File: src/rtl/cu_microseq_q.sv
// Micro-code sequencer: FIFO of decoded instructions walked through an external ROM, fusing disjoint first/last micro-ops.
// First micro-op issues two cycles after an idle push; alu_stall freezes issue and pops while pushes continue until the FIFO is full.
module cu_microseq_q #(
    parameter int UADDR_W = 8,
    parameter int UCNT_W  = 3,
    parameter int UCODE_W = 32,
    parameter int INSTR_W = 32,
    parameter int PC_W    = 8,
    parameter int QDEPTH  = 2,
    parameter int SPEC_EN = 1
) (
    input  logic               clk,
    input  logic               rst,
    input  logic               flush,
    input  logic               alu_stall,
    input  logic               in_valid,
    output logic               in_ready,
    input  logic [INSTR_W-1:0] in_instr,
    input  logic [UADDR_W-1:0] in_uaddr,
    input  logic [UCNT_W-1:0]  in_ucnt,
    input  logic [PC_W-1:0]    in_pc_nt,
    input  logic [PC_W-1:0]    in_br_pc,
    input  logic               in_br_pred,
    output logic [UADDR_W-1:0] uaddr_norm,
    input  logic [UCODE_W-1:0] ucode_norm_in,
    output logic [UADDR_W-1:0] uaddr_spec,
    input  logic [UCODE_W-1:0] ucode_spec_in,
    output logic               out_valid,
    output logic [UCODE_W-1:0] out_ucode,
    output logic               out_fused,
    output logic [INSTR_W-1:0] out_instr,
    output logic [PC_W-1:0]    out_pc_nt,
    output logic [PC_W-1:0]    out_br_pc,
    output logic               out_br_pred,
    output logic [15:0]        fuse_count
);
    localparam int PTR_W = $clog2(QDEPTH);

    typedef struct packed {
        logic [INSTR_W-1:0] instr;
        logic [UADDR_W-1:0] uaddr;
        logic [UCNT_W-1:0]  ucnt;
        logic [PC_W-1:0]    pc_nt;
        logic [PC_W-1:0]    br_pc;
        logic               br_pred;
    } entry_t;

    typedef enum logic {IDLE, RUN} state_t;

    entry_t             fifo_mem [QDEPTH];
    logic [PTR_W-1:0]   wr_ptr, rd_ptr;
    logic [PTR_W:0]     count;
    state_t             state;
    logic [UADDR_W-1:0] act_addr;
    logic [UCNT_W-1:0]  act_rem;

    entry_t in_entry, head;
    logic   empty, full, act_valid, last, issue, fuse, push, pop;

    assign in_entry  = '{instr: in_instr, uaddr: in_uaddr, ucnt: in_ucnt,
                         pc_nt: in_pc_nt, br_pc: in_br_pc, br_pred: in_br_pred};
    assign head      = fifo_mem[rd_ptr];
    assign empty     = (count == '0);
    assign full      = (count == (PTR_W+1)'(QDEPTH));
    assign act_valid = (state == RUN);
    assign last      = act_valid && (act_rem == '0);
    assign issue     = act_valid && !alu_stall && !flush;
    assign fuse      = (SPEC_EN != 0) && last && !empty && (head.ucnt != '0)
                       && ((ucode_norm_in & ucode_spec_in) == '0);
    // A slot freed by a pop is only visible to the writer next cycle.
    assign push      = in_valid && !full;
    assign pop       = !alu_stall && !empty && (!act_valid || last);

    assign in_ready   = !full;
    assign out_valid  = issue;
    assign out_fused  = issue && fuse;
    assign out_ucode  = fuse ? (ucode_norm_in | ucode_spec_in) : ucode_norm_in;
    assign uaddr_norm = act_valid ? act_addr : '1;
    assign uaddr_spec = (last && !empty) ? head.uaddr : '1;

    always_ff @(posedge clk) begin
        if (!rst && !flush && push)
            fifo_mem[wr_ptr] <= in_entry;
    end

    always_ff @(posedge clk) begin
        if (rst) begin
            wr_ptr      <= '0;
            rd_ptr      <= '0;
            count       <= '0;
            state       <= IDLE;
            act_addr    <= '0;
            act_rem     <= '0;
            out_instr   <= '0;
            out_pc_nt   <= '0;
            out_br_pc   <= '0;
            out_br_pred <= 1'b0;
            fuse_count  <= '0;
        end else begin
            if (out_fused && fuse_count != 16'hFFFF)
                fuse_count <= fuse_count + 16'd1;
            if (flush) begin
                wr_ptr <= '0;
                rd_ptr <= '0;
                count  <= '0;
                state  <= IDLE;
            end else begin
                if (push)
                    wr_ptr <= wr_ptr + PTR_W'(1);
                if (pop)
                    rd_ptr <= rd_ptr + PTR_W'(1);
                count <= count + (PTR_W+1)'(push) - (PTR_W+1)'(pop);
                if (pop) begin
                    state       <= RUN;
                    out_instr   <= head.instr;
                    out_pc_nt   <= head.pc_nt;
                    out_br_pc   <= head.br_pc;
                    out_br_pred <= head.br_pred;
                    // A fused head has already issued its first micro-op.
                    if (act_valid && fuse) begin
                        act_addr <= head.uaddr + UADDR_W'(1);
                        act_rem  <= head.ucnt - UCNT_W'(1);
                    end else begin
                        act_addr <= head.uaddr;
                        act_rem  <= head.ucnt;
                    end
                end else if (act_valid && !alu_stall) begin
                    if (act_rem != '0) begin
                        act_addr <= act_addr + UADDR_W'(1);
                        act_rem  <= act_rem - UCNT_W'(1);
                    end else begin
                        state <= IDLE;
                    end
                end
            end
        end
    end
endmodule
File: config.mk
export PLATFORM = sky130hd
export DESIGN_NAME = cu_microseq_q
export DESIGN_NICKNAME = d
export VERILOG_FILES = /design/src/rtl/cu_microseq_q.sv
export SDC_FILE = /design/constraint.sdc
export NUM_CORES = 1
export LEC_CHECK = 0
export ABC_AREA = 1
export BUFFER_PORTS_ARGS = -buffer_cell sky130_fd_sc_hd__buf_4
export CORE_UTILIZATION = 45
export CTS_BUF_LIST = sky130_fd_sc_hd__clkbuf_2
export DETAILED_ROUTE_END_ITERATION = 10
export GPL_ROUTABILITY_DRIVEN = 0
export PLACE_DENSITY = 0.76
export SLEW_MARGIN = 25
export SYNTH_ARGS = -nofsm -noshare
export SYNTH_HDL_FRONTEND = slang
export SYNTH_SLANG_ARGS = --single-unit
File: constraint.sdc
create_clock -name clk -period 6.9 [get_ports clk]
set_input_delay 1.035 -clock clk [delete_from_list [all_inputs] [get_ports clk]]
set_output_delay 1.035 -clock clk [all_outputs]
set_load 0.005 [all_outputs]
Word level (Yosys, flattened, before mapping)
Memories as Yosys holds them, arrays and structs flattened. A register that Yosys moved wholly into a read port is not among the register bits.
Index checks and enable logic that the tools add are counted.
{"block": "word_totals", "regBits": 81, "mem_bits_rw": 120, "inputBits": 129, "output_inout_bits": 116, "word_cells": 77, "n_memories": 1}
{"block": "op_classes", "n_addsub": 9, "eq_ne": 3, "mux": 18, "bitwise": 3, "reduce_logical": 32}
{"memory": "fifo_mem", "words": 2, "width": 60, "rd": 1, "rd_ports_with_merged_regs": 1, "wr": 1, "line_no": "50", "rtl": "entry_t fifo_mem [QDEPTH];"}
{"cell": "8-bit two-way mux", "count": 6}
{"cell": "32-bit bitwise AND", "count": 1}
{"cell": "32-bit logical NOT", "count": 1}
{"cell": "32-bit two-way mux", "count": 1}
{"cell": "32-bit OR", "count": 1}
{"cell": "16-bit by 1-bit adder with 16-bit output (second input constant)", "count": 1}
{"cell": "8-bit by 1-bit adder with 8-bit output (second input constant)", "count": 2}
{"cell": "16-bit != test (second input constant)", "count": 1}
{"cell": "1-bit logical AND", "count": 14}
{"cell": "3-bit two-way mux", "count": 4}
{"cell": "1-bit two-way mux", "count": 7}
{"cell": "1-bit logical NOT", "count": 6}
{"cell": "3-bit nonzero test", "count": 2}
{"cell": "3-bit by 1-bit subtractor with 3-bit output (second input constant)", "count": 2}
{"cell": "2-bit AND reduction", "count": 2}
{"cell": "2-bit nonzero test", "count": 2}
{"cell": "3-bit logical NOT", "count": 1}
{"cell": "3-bit AND reduction", "count": 1}
{"cell": "1-bit adder (second input constant)", "count": 2}
{"cell": "2-bit by 1-bit adder with 2-bit output", "count": 1}
{"cell": "2-bit == test (second input constant)", "count": 1}
{"cell": "2-bit logical NOT", "count": 1}
{"cell": "2-bit != test (second input constant)", "count": 1}
{"cell": "2-bit OR reduction", "count": 1}
{"cell": "other kinds (3)", "count": 3}

Depth between registers and ports, before layout
{"block": "logic_depth", "ltp_word": 8, "mapped_depth": 14, "ltp_nobuf": 13}

Least setup slack after synthesis
Ideal clock, no wire load.
{"block": "synth_timing", "path_kind": "in2reg", "startpoint": "input port rst", "endpoint": "memory fifo_mem[1][0] in the netlist's numbering (enable)", "setup_ns": 0.552, "t_arrival_ns": 5.514, "t_required_ns": 6.348, "path_slack_ns": 0.834, "path_stages": 3, "n_path_buf": 0, "path_cell_list": "inv_1 > nand2_1 > nor3_1"}
{"block": "synth_via", "elab_chain_len": 5}
{"item": "start, declared", "line_no": "13", "rtl": "input logic rst,"}
{"item": "1-bit logical NOT", "line_no": "82", "rtl": "if (!rst && !flush && push)"}
{"item": "1-bit logical AND (2 in series)", "line_no": "82"}
{"item": "1-bit two-way mux", "line_no": "82"}
{"item": "1-bit two-way mux (not written as such)", "line_no": "83", "rtl": "fifo_mem[wr_ptr] <= in_entry;"}
{"item": "end, declared", "line_no": "50"}
Every way passes these cells.

==> flow_summary.ini <==
[routing]
ant_nets = 0
wl_mm = 21.19
drtIter0Drc = 289
vias = 7169
first_pass_iters = 5
wl_per_cell_um = 14.77
post-route-drc-count = 0
routed_via_density = 4.996

[sta]
hold_viol_final = 0
drv_slew = 0
setup_slack_ps = 2532
finalSetupViolations = 0
relSlewSlack_pct = 38.90
timing.hold.ws_ps = 427.0
finalCritPeriodShare_pct = 63.30
worst_pin_slew_ps = 914.3
finClkSkew_ps = 55.53
fin_crit_ps = 4368
timing.fmax_mhz = 229.0
grt_setup_unrepaired = no
setup_tns_ps = 0

[placed_design]
dp_hpwl_mm = 14.55
port_buffers = 244
dp_slack_ps = 3153

[worst_setup_path]
cp_slowest_cell = dfxtp_4
required_ps = 5860
critPathMaxStageDelay_ps = 600
critical-path-top-delay-family = flip-flops
critPathMaxFanout = 32
worstSetupPathType = flop to output pin
start_kind = flop
cp-end-kind = output pin
path_cells = o21ai_0, ha_1, ha_1, nor2_2, inv_1, nor2_2, buf_4, a21o_1, buf_4
arrival_ps = 3330
worst-path-buf-inv = 3

[power_and_ir_drop]
internal-power_w = 0.001701
seqPwrFrac_pct = 57.6
powerDensity_nw_per_um2 = 202.3
p_switching_w = 0.0005900
power_leakage_nw = 4.784
switching_share_pct = 25.75
pwr-share-comb_pct = 9.4
ir_drop_v = 0.0001308
clock_power_share_pct = 33.1

[global_route]
grt_use_total_pct = 20.64
overflow = 0
grt_max_degree = 99
grt_pass1_wl_mm = 32.70
antenna_found_initial = 1
grt_pass1_vias = 6898

[clocking]
cts_setup_buffers = 0
path_clk_slew_ps = 110
cts_hold_buf = 0
cts_sinks = 202
ctsResizeCount = 0
clk_path_buf_depth = 3
clock_latency_ps = 780
numCtsBuffers = 49
htreeDepth = 2
root_buffer = clkbuf_2
cts_tree = done

[floorplan]
pin_count = 245
rows = 50
die_y_um = 142.3
dieArea_um2 = 20240
core_area_um2 = 19020
initial_core_util_pct = 46.56
die_width_um = 142.3

[finish]
layout-drive-gt1-share_pct = 31.01
area_delta_synth_final_pct = 27.89
final_util_pct = 59.55
fillers = 1666
fin_nets = 1272

[synth]
synthCells = 870
yosysMostFrequentCell = nand2_1
synth_common_cells = nand2_1, edfxtp_1, dfxtp_1
synth_area_um2 = 8855
synth_top_area_cell = edfxtp_1
async_reset_ff_share_pct = 0
synth_area_per_cell_um2 = 10.18
yosysSeqAreaShare_pct = 59.23
synth.distinct_cells = 36
synth-edff-count = 120
synth_top_cell_area_share_pct = 40.70
ys_ff_latch = 202
synthTopCellsByArea = edfxtp_1, dfxtp_1, nand2_1, mux2i_1, o21ai_0
yosysWarnings = 0
syn_nets = 1008
synth_ff_type = edfxtp_1

[job]
cap_violations = 0

[worst_hold_path]
hold_path.class = primary input to flop

[status]
status = completed
path summary, 6_finish.rpt:
kind,start,to,slack [ps],cells past startpoint
max,flop,out_ucode[28],2530,9
min,in_br_pred,fifo_mem[0][0],430,1
max reg2reg,flop,fuse_count[0],4250,11
min reg2reg,wr_ptr,wr_ptr,480,2
power groups by stage:
stage / Combinational, W / Sequential, W / Clock (W)
6_report: 0.000215 / 0.00132 / 0.000757
5_1_grt: 0.000237 / 0.00132 / 0.000851
4_1_cts: 0.000217 / 0.00132 / 0.000787
3_5_place_dp: 0.000217 / 0.00135 / 0
3_3_place_gp: 0.000213 / 0.00135 / 0
2_1_floorplan: 0.0000928 / 0.00134 / 0
cell type report:
cell class	count	area, um^2	area share, %
Sequential cell	202	5249	46.35
Multi-Input combinational cell	575	3218	28.42
Timing Repair Buffer	250	1877	16.57
Clock buffer	73	365.4	3.226
Tap cell	260	325.3	2.873
Inverter	56	210.2	1.856
Clock inverter	18	77.57	0.6850
Antenna cell	1	2.502	0.02210
state kept, by name, summed over array words and instances (netlist names), named ones only:
| name | cells |
|---|---|
| fifo_mem | 120 |
| out_instr | 32 |
| fuse_count | 16 |
| act_addr | 8 |
| out_br_pc | 8 |
| out_pc_nt | 8 |
| act_rem | 3 |
| count | 2 |
| act_valid | 1 |
| out_br_pred | 1 |
| rd_ptr | 1 |
| wr_ptr | 1 |
cells in the final DEF, fill, tap and decap left out:
cell        synthesis  final
buf_4               7    250
nand2_1           184    184
edfxtp_1          120    120
dfxtp_1            82     81
o21ai_0            77     77
clkbuf_2            0     73
a21oi_1            72     72
inv_1              53     52
mux2i_1            51     51
nor2_1             48     46
nand3_1            35     35
a21o_1             32     32
clkinv_1            0     14
xor2_1             12     12
a21oi_2            10     10
ha_1                9      9
nand4_1             8      8
xnor2_1             8      8
nor3_1              7      6
inv_2               3      5
nor2_2              4      4
nand2_2             3      3
nor2_4              1      3
nor3_2              2      3
nand3_2             2      2
o21ai_2             2      2
or2_2               2      2
diode_2             0      1
nand3_4             1      1
nor2_8              1      1
nand2_4             1      1
o31ai_1             1      1
nand3b_1            1      1
a31oi_1             1      1
dfxtp_4             0      1
inv_6               0      1
clkinvlp_4          0      1
clkinv_2            0      1
logic make-up after synthesis:
logic type	synth area share (%)
AO/OA/AOI/OAI	12.48
multiplexers	5.765
buffers and inverters	4.649
AND/OR/NAND/NOR	14.62
flip-flops	59.23
adder cells (fa/ha/maj)	1.272
XOR/XNOR	1.978
metal layers:
metal  track usage [%]  routed length [um]  vias up
met4             9.847                 642        0
met5                 0                   0        -
met2             37.36               10590      278
met3             5.720                1722       45
li1                  -                   -     3568
met1             22.15                8238     3278
stage by stage:
stage	std cells	power (W)	instance area, um^2
after global placement	1343	0.001558	10880
after detailed placement	1343	0.001563	10880
after CTS	1434	0.002324	11320
final	1435	0.002291	11320
after floorplan	870	0.001437	8855
after global routing	1435	0.002410	11320
(Power assumes the default switching activity.)
